--- src/rtl/flow_stats_pkg.sv ---
// Shared types for the flow statistics poller.
//   poll_state_t : sweep controller states
//   stat_entry_t : one exported statistic {flow, sum, last} at default widths
//   cnt_width()  : width needed to hold a counter value 0..max_val
package flow_stats_pkg;

  typedef enum logic [1:0] {
    IDLE = 2'd0,
    REQ  = 2'd1,
    WAIT = 2'd2,
    ADV  = 2'd3
  } poll_state_t;

  localparam int FLOW_W = 10;
  localparam int SUM_W  = 32;

  typedef struct packed {
    logic [FLOW_W-1:0] flow;
    logic [SUM_W-1:0]  sum;
    logic              last;
  } stat_entry_t;

  function automatic int cnt_width(input int max_val);
    return (max_val < 2) ? 1 : $clog2(max_val + 1);
  endfunction

  localparam int TIMEOUT_DEF = 15;
  localparam int TIMEOUT_W   = cnt_width(TIMEOUT_DEF);

endpackage

--- src/rtl/stats_fifo.sv ---
// First-word-fall-through synchronous FIFO of statistic entries.
// Ports:
//   clk_i, rst_i      clock, async active-high reset (flushes pointers/count)
//   push_i, data_i    write side; a push into a full FIFO is accepted only
//                     together with a pop
//   pop_i, data_o     read side; data_o is the current head (stale when empty)
//   count_o           number of stored entries
//   full_o, empty_o   occupancy flags
module stats_fifo
  import flow_stats_pkg::*;
#(
  parameter type T     = stat_entry_t,
  parameter int  DEPTH = 4
) (
  input  logic                   clk_i,
  input  logic                   rst_i,
  input  logic                   push_i,
  input  T                       data_i,
  input  logic                   pop_i,
  output T                       data_o,
  output logic [$clog2(DEPTH):0] count_o,
  output logic                   full_o,
  output logic                   empty_o
);

  localparam int AW = $clog2(DEPTH);

  T              mem_q [DEPTH];
  logic [AW-1:0] wr_ptr_q;
  logic [AW-1:0] rd_ptr_q;
  logic [AW:0]   count_q;
  logic          do_push;
  logic          do_pop;

  assign empty_o = (count_q == '0);
  assign full_o  = (count_q == (AW+1)'(DEPTH));
  assign do_pop  = pop_i && !empty_o;
  // The slot being read this cycle may be rewritten at the same edge.
  assign do_push = push_i && (!full_o || do_pop);
  assign data_o  = mem_q[rd_ptr_q];
  assign count_o = count_q;

  always_ff @(posedge clk_i) begin
    if (do_push) mem_q[wr_ptr_q] <= data_i;
  end

  always_ff @(posedge clk_i or posedge rst_i) begin
    if (rst_i) begin
      wr_ptr_q <= '0;
      rd_ptr_q <= '0;
      count_q  <= '0;
    end else begin
      if (do_push) wr_ptr_q <= wr_ptr_q + 1'b1;
      if (do_pop)  rd_ptr_q <= rd_ptr_q + 1'b1;
      case ({do_push, do_pop})
        2'b10:   count_q <= count_q + 1'b1;
        2'b01:   count_q <= count_q - 1'b1;
        default: ;
      endcase
    end
  end

endmodule

--- src/rtl/flow_stats_poller.sv ---
// Sweeps every flow of the per-flow accumulator, issuing one read-and-clear
// strobe per flow and queueing {flow, sum, last} for the stats export path.
// Ports:
//   clk_i, rst_i                     clock, async active-high reset
//   start_i                          start a sweep (ignored unless idle)
//   busy_o, done_o, timeout_o        sweep status, completion and per-flow
//                                    timeout pulses
//   rd_stb_o, rd_flow_num_o          request to the accumulator
//   rd_data_i, rd_data_val_i         response from the accumulator
//   st_valid_o, st_ready_i           export handshake
//   st_flow_o, st_sum_o, st_last_o   export payload (zero while empty)
//
// state | meaning
// IDLE  | no sweep; waits for start_i
// REQ   | waits for a free FIFO slot, then strobes the current flow
// WAIT  | waits for the response or the timeout
// ADV   | finishes the sweep or moves to the next flow
module flow_stats_poller
  import flow_stats_pkg::*;
#(
  parameter int A_WIDTH    = 10,
  parameter int D_WIDTH    = 32,
  parameter int FIFO_DEPTH = 4,
  parameter int TIMEOUT    = 15
) (
  input  logic               clk_i,
  input  logic               rst_i,
  input  logic               start_i,
  output logic               busy_o,
  output logic               done_o,
  output logic               timeout_o,
  output logic               rd_stb_o,
  output logic [A_WIDTH-1:0] rd_flow_num_o,
  input  logic [D_WIDTH-1:0] rd_data_i,
  input  logic               rd_data_val_i,
  output logic               st_valid_o,
  input  logic               st_ready_i,
  output logic [A_WIDTH-1:0] st_flow_o,
  output logic [D_WIDTH-1:0] st_sum_o,
  output logic               st_last_o
);

  localparam int CW = $clog2(FIFO_DEPTH);
  localparam int TW = cnt_width(TIMEOUT);
  localparam logic [A_WIDTH-1:0] FLOW_MAX = '1;

  typedef struct packed {
    logic [A_WIDTH-1:0] flow;
    logic [D_WIDTH-1:0] sum;
    logic               last;
  } entry_t;

  poll_state_t        state_q;
  logic [A_WIDTH-1:0] flow_q;
  logic [TW-1:0]      wait_q;
  logic               busy_q;
  logic               done_q;
  logic               timeout_q;
  logic               rd_stb_q;

  logic     capture;
  logic     expire;
  logic     push;
  logic     slot_free;
  entry_t   wr_entry;
  entry_t   head;
  logic [CW:0] fifo_count;
  logic     fifo_empty;
  logic     fifo_full_unused;

  // The response line is not trusted during the strobe cycle itself.
  assign capture   = (state_q == WAIT) && rd_data_val_i && !rd_stb_q;
  // Expiry is decided one cycle early so timeout_o lands exactly TIMEOUT
  // cycles after the strobe.
  assign expire    = (state_q == WAIT) && !capture && (wait_q == TW'(TIMEOUT - 1));
  assign push      = capture || expire;
  assign slot_free = (fifo_count < (CW+1)'(FIFO_DEPTH));

  always_comb begin
    wr_entry      = '0;
    wr_entry.flow = flow_q;
    wr_entry.sum  = capture ? rd_data_i : '0;
    wr_entry.last = (flow_q == FLOW_MAX);
  end

  stats_fifo #(
    .T     (entry_t),
    .DEPTH (FIFO_DEPTH)
  ) u_fifo (
    .clk_i   (clk_i),
    .rst_i   (rst_i),
    .push_i  (push),
    .data_i  (wr_entry),
    .pop_i   (st_ready_i),
    .data_o  (head),
    .count_o (fifo_count),
    .full_o  (fifo_full_unused),
    .empty_o (fifo_empty)
  );

  always_ff @(posedge clk_i or posedge rst_i) begin
    if (rst_i) begin
      state_q   <= IDLE;
      flow_q    <= '0;
      wait_q    <= '0;
      busy_q    <= 1'b0;
      done_q    <= 1'b0;
      timeout_q <= 1'b0;
      rd_stb_q  <= 1'b0;
    end else begin
      rd_stb_q  <= 1'b0;
      done_q    <= 1'b0;
      timeout_q <= 1'b0;
      case (state_q)
        IDLE: begin
          // done_q high means the sweep has only just ended; a start here
          // belongs to the old sweep and is dropped.
          if (start_i && !done_q) begin
            state_q <= REQ;
            flow_q  <= '0;
            busy_q  <= 1'b1;
          end
        end
        REQ: begin
          if (slot_free) begin
            rd_stb_q <= 1'b1;
            wait_q   <= '0;
            state_q  <= WAIT;
          end
        end
        WAIT: begin
          if (capture) begin
            state_q <= ADV;
          end else if (expire) begin
            timeout_q <= 1'b1;
            state_q   <= ADV;
          end else begin
            wait_q <= wait_q + 1'b1;
          end
        end
        ADV: begin
          if (flow_q == FLOW_MAX) begin
            state_q <= IDLE;
            busy_q  <= 1'b0;
            done_q  <= 1'b1;
          end else begin
            flow_q  <= flow_q + 1'b1;
            state_q <= REQ;
          end
        end
        default: state_q <= IDLE;
      endcase
    end
  end

  assign busy_o        = busy_q;
  assign done_o        = done_q;
  assign timeout_o     = timeout_q;
  assign rd_stb_o      = rd_stb_q;
  assign rd_flow_num_o = flow_q;

  assign st_valid_o = !fifo_empty;
  assign st_flow_o  = fifo_empty ? '0 : head.flow;
  assign st_sum_o   = fifo_empty ? '0 : head.sum;
  assign st_last_o  = fifo_empty ? 1'b0 : head.last;

endmodule

--- config.mk ---
export PLATFORM = sky130hd
export DESIGN_NAME = flow_stats_poller
export DESIGN_NICKNAME = d
export VERILOG_FILES = /design/src/rtl/flow_stats_pkg.sv /design/src/rtl/stats_fifo.sv /design/src/rtl/flow_stats_poller.sv
export SDC_FILE = /design/constraint.sdc
export NUM_CORES = 1
export LEC_CHECK = 0
export BUFFER_PORTS_ARGS = -buffer_cell sky130_fd_sc_hd__buf_4
export CAP_MARGIN = 20
export CORE_ASPECT_RATIO = 2
export CORE_MARGIN = 2
export CORE_UTILIZATION = 30
export DETAILED_ROUTE_END_ITERATION = 10
export PLACE_DENSITY = 0.51
export SLEW_MARGIN = 10
export SYNTH_ARGS = -nofsm -noshare
export SYNTH_HDL_FRONTEND = slang
export SYNTH_SLANG_ARGS = --single-unit
--- constraint.sdc ---
create_clock -name clk_i -period 3.7 [get_ports clk_i]
set_input_delay 0.555 -clock clk_i [delete_from_list [all_inputs] [get_ports clk_i]]
set_output_delay 0.555 -clock clk_i [all_outputs]
set_load 0.005 [all_outputs]
==> impl_metrics.py <==
metrics = {
    "yosys": {
        "synthFlopType": "edfxtp_1",
        "ys_types": 58,
        "netlist_area_um2": 8620,
        "ys_warn_count": 0,
        "yosys.area.top_type": "edfxtp_1",
        "async_flop_share": 0.136,
        "synth_area_leaders": "edfxtp_1, mux4_2, dfrtp_1, and2_1, ha_1",
        "synth_nets": 564,
        "syn_area_per_cell_um2": 16.8,
        "synth_top_area_frac": 0.599,
        "ys_seq_area_frac": 0.678,
        "ys_ff_latch": 199,
        "synth_common_cells": "edfxtp_1, and2_1, mux4_2, dfrtp_1, nand2_1",
        "yosysMostFrequentCell": "edfxtp_1",
        "synth-edff-count": 172,
        "synth_cells": 514,
    },
    "worst_setup_path": {
        "r2r-start": "state_q[0]",
        "crit_type": "reg2out",
        "cp_data_required_time_ns": 3.14,
        "crit_fanout": 28,
        "cp.arrival_ns": 2.34,
        "ff2ff_setup_slack_ns": 0.99,
        "end_kind": "output port",
        "r2r-end": "u_fifo.count_o[1]",
        "crit_path_start_kind": "flip-flop",
        "reg2reg_depth": 9,
        "crit_end": "st_flow_o[2]",
        "cp-startpoint": "u_fifo.count_o[0]",
    },
    "placement": {
        "dp_hpwl_um": 12400,
        "port_buffers": 94,
        "gp_congestion": 0.721,
        "dp_slack_ns": 0.979,
    },
    "pwr": {
        "vdd_drop_max_mv": 0.419,
        "p_seq_frac": 0.426,
        "switching_share": 0.317,
        "clkPwrFrac": 0.235,
        "p_switching_mw": 2.26,
        "power.internal_mw": 4.88,
        "power_density_nw_per_um2": 697,
        "p_comb_frac": 0.339,
        "leakage_nw": 3.74,
    },
    "cts": {
        "numCtsBuffers": 17,
        "h-tree-depth": 4,
        "cts_sinks": 199,
        "hold_buffers": 0,
        "cts_buffer_depth": 2,
        "path_clk_slew_ns": 0.07,
        "clock_latency_ns": 0.43,
        "cts_tree": "yes",
        "ctsResizeCount": 0,
        "cts_root_buf": "clkbuf_16",
        "post_cts_buffers": 0,
    },
    "sta": {
        "slew_viol_final": 0,
        "fin_crit_ns": 2.90,
        "setup_tns_ns": 0,
        "rsz0062_at_grt": "no",
        "finClkSkew_ns": 0.00613,
        "max_clock_freq_mhz": 345,
        "fin_ws_ns": 0.803,
        "setup_viol": 0,
        "finalCritPeriodShare": 0.783,
        "worst_pin_slew_ns": 0.542,
        "hold_violations": 0,
        "relSlewSlack": 0.639,
    },
    "drt": {
        "dr.pass1.iters": 4,
        "drc": 0,
        "post_drt_via_cell_ratio": 4.82,
        "drt_iter0_drc": 254,
        "wl_um": 18700,
        "ant_nets": 0,
        "vias": 4673,
        "drt-wirelength-per-cell_um": 19.2,
    },
    "floorplanning": {
        "dieArea_um2": 30200,
        "die_w_um": 124,
        "top_level_ports": 95,
        "rows": 87,
        "coreArea_um2": 28200,
        "start_util": 0.306,
        "die_h_um": 244,
    },
    "grt": {
        "grtUsageTotal": 0.130,
        "first_global_vias": 5111,
        "grt.overflow.total": 0,
        "antenna_found_initial": 0,
        "grt_max_degree": 36,
        "grt_pass1_wl_um": 28700,
    },
    "layout": {
        "drive_gt1_frac": 0.327,
        "fin_nets": 651,
        "area_delta_synth_final_pct": 18.9,
        "n_antenna_cell": 0,
    },
    "run_status": {
        "status": "finished, final reports clean",
    },
    "hold_path": {
        "worst_hold_path_type": "in2async",
    },
    "run": {
        "max_cap_viol_count": 0,
    },
}
worst max-delay path: stages, from the launching register on:
cell     delay (ns)
dfrtp_1        0.49
or3_2          0.73
buf_4          0.32
and2_1         0.22
buf_4          0.15
final cells by class:
type                       count  area (um^2)
clock inverter                15          105
inverter                      15         56.3
sequential                   199         5850
fill                        2629        17900
tap                          356          445
clock buffer                  17          425
multi-input combinational    265         2500
timing repair buffer         103          868
power groups by stage:
stage / clock, mW / combinational [mW] / sequential [mW]
finish: 1.68 / 2.42 / 3.05
detailed placement: 0 / 2.49 / 3.10
global placement: 0 / 2.44 / 3.08
CTS: 1.74 / 2.50 / 3.06
global route: 1.83 / 2.67 / 3.10
floorplan: 0 / 1.68 / 2.89
layer usage:
metal,vias to the layer above,part of all wire,GRT usage
met5,-,0,0
met4,0,0.026,0.0548
met3,25,0.032,0.0295
met2,104,0.58,0.243
met1,2415,0.36,0.136
li1,2129,-,-
worst min-delay path by stage:
stage | start | end | slack (ns) | cells after the start
finish | rst_i | u_fifo.count_o[1] | 0.13 | 2
global route | rst_i | u_fifo.count_o[1] | 0.15 | 2
CTS | rst_i | u_fifo.count_o[1] | 0.13 | 2
detailed placement | busy_o | busy_o | 0.53 | 2
global placement | busy_o | busy_o | 0.52 | 2
floorplan | busy_o | busy_o | 0.50 | 2
placed cells by master (no fill, tap or decap), types with 4 or more instances in the layout:
| cell | Yosys | routed |
|---|---|---|
| clkinv_2 | 0 | 4 |
| clkbuf_16 | 0 | 17 |
| xnor2_1 | 4 | 4 |
| o211ai_1 | 6 | 6 |
| ha_1 | 12 | 12 |
| edfxtp_1 | 172 | 172 |
| buf_12 | 0 | 6 |
| nand2_1 | 18 | 18 |
| inv_1 | 13 | 13 |
| dfrtp_1 | 27 | 25 |
| o21ai_0 | 9 | 9 |
| mux4_2 | 43 | 43 |
| nand3_1 | 12 | 12 |
| and2_2 | 1 | 5 |
| nand4_1 | 6 | 6 |
| a21oi_1 | 9 | 9 |
| nor2_1 | 11 | 11 |
| buf_4 | 14 | 96 |
| and2_1 | 80 | 76 |
| nand3b_1 | 4 | 4 |
cell families (layout without fill, tap and decap cells):
group | count (synthesis) | count (layout) | share of synthesized area
buffers and inverters | 50 | 150 | 0.0328
muxes | 47 | 47 | 0.118
DFF | 199 | 199 | 0.678
and+or+nand+nor | 156 | 156 | 0.111
adders and majority gates | 13 | 13 | 0.0197
AOI/OAI and AO/OA | 45 | 45 | 0.0370
xor gates and xnor gates | 4 | 4 | 0.00406
state kept, by name (all words and copies together) (netlist names), 2 cells and up:
name,count
u_fifo.mem_q,172
rd_flow_num_o,10
wait_q,4
u_fifo.count_o,3
state_q,2
u_fifo.rd_ptr_q,2
u_fifo.wr_ptr_q,2
stage by stage:
step	instances	power, mW	cell area [um^2]	hold slack [ns]	util
floorplan	514	4.57	8620	0.496	-
global placement	937	5.52	9690	0.523	0.344
global route	970	7.60	10200	0.147	0.363
finish	970	7.15	10200	0.131	0.363
detailed placement	938	5.60	9720	0.534	0.345
CTS	970	7.29	10200	0.130	0.363
Power figures use the tool's default switching activity.
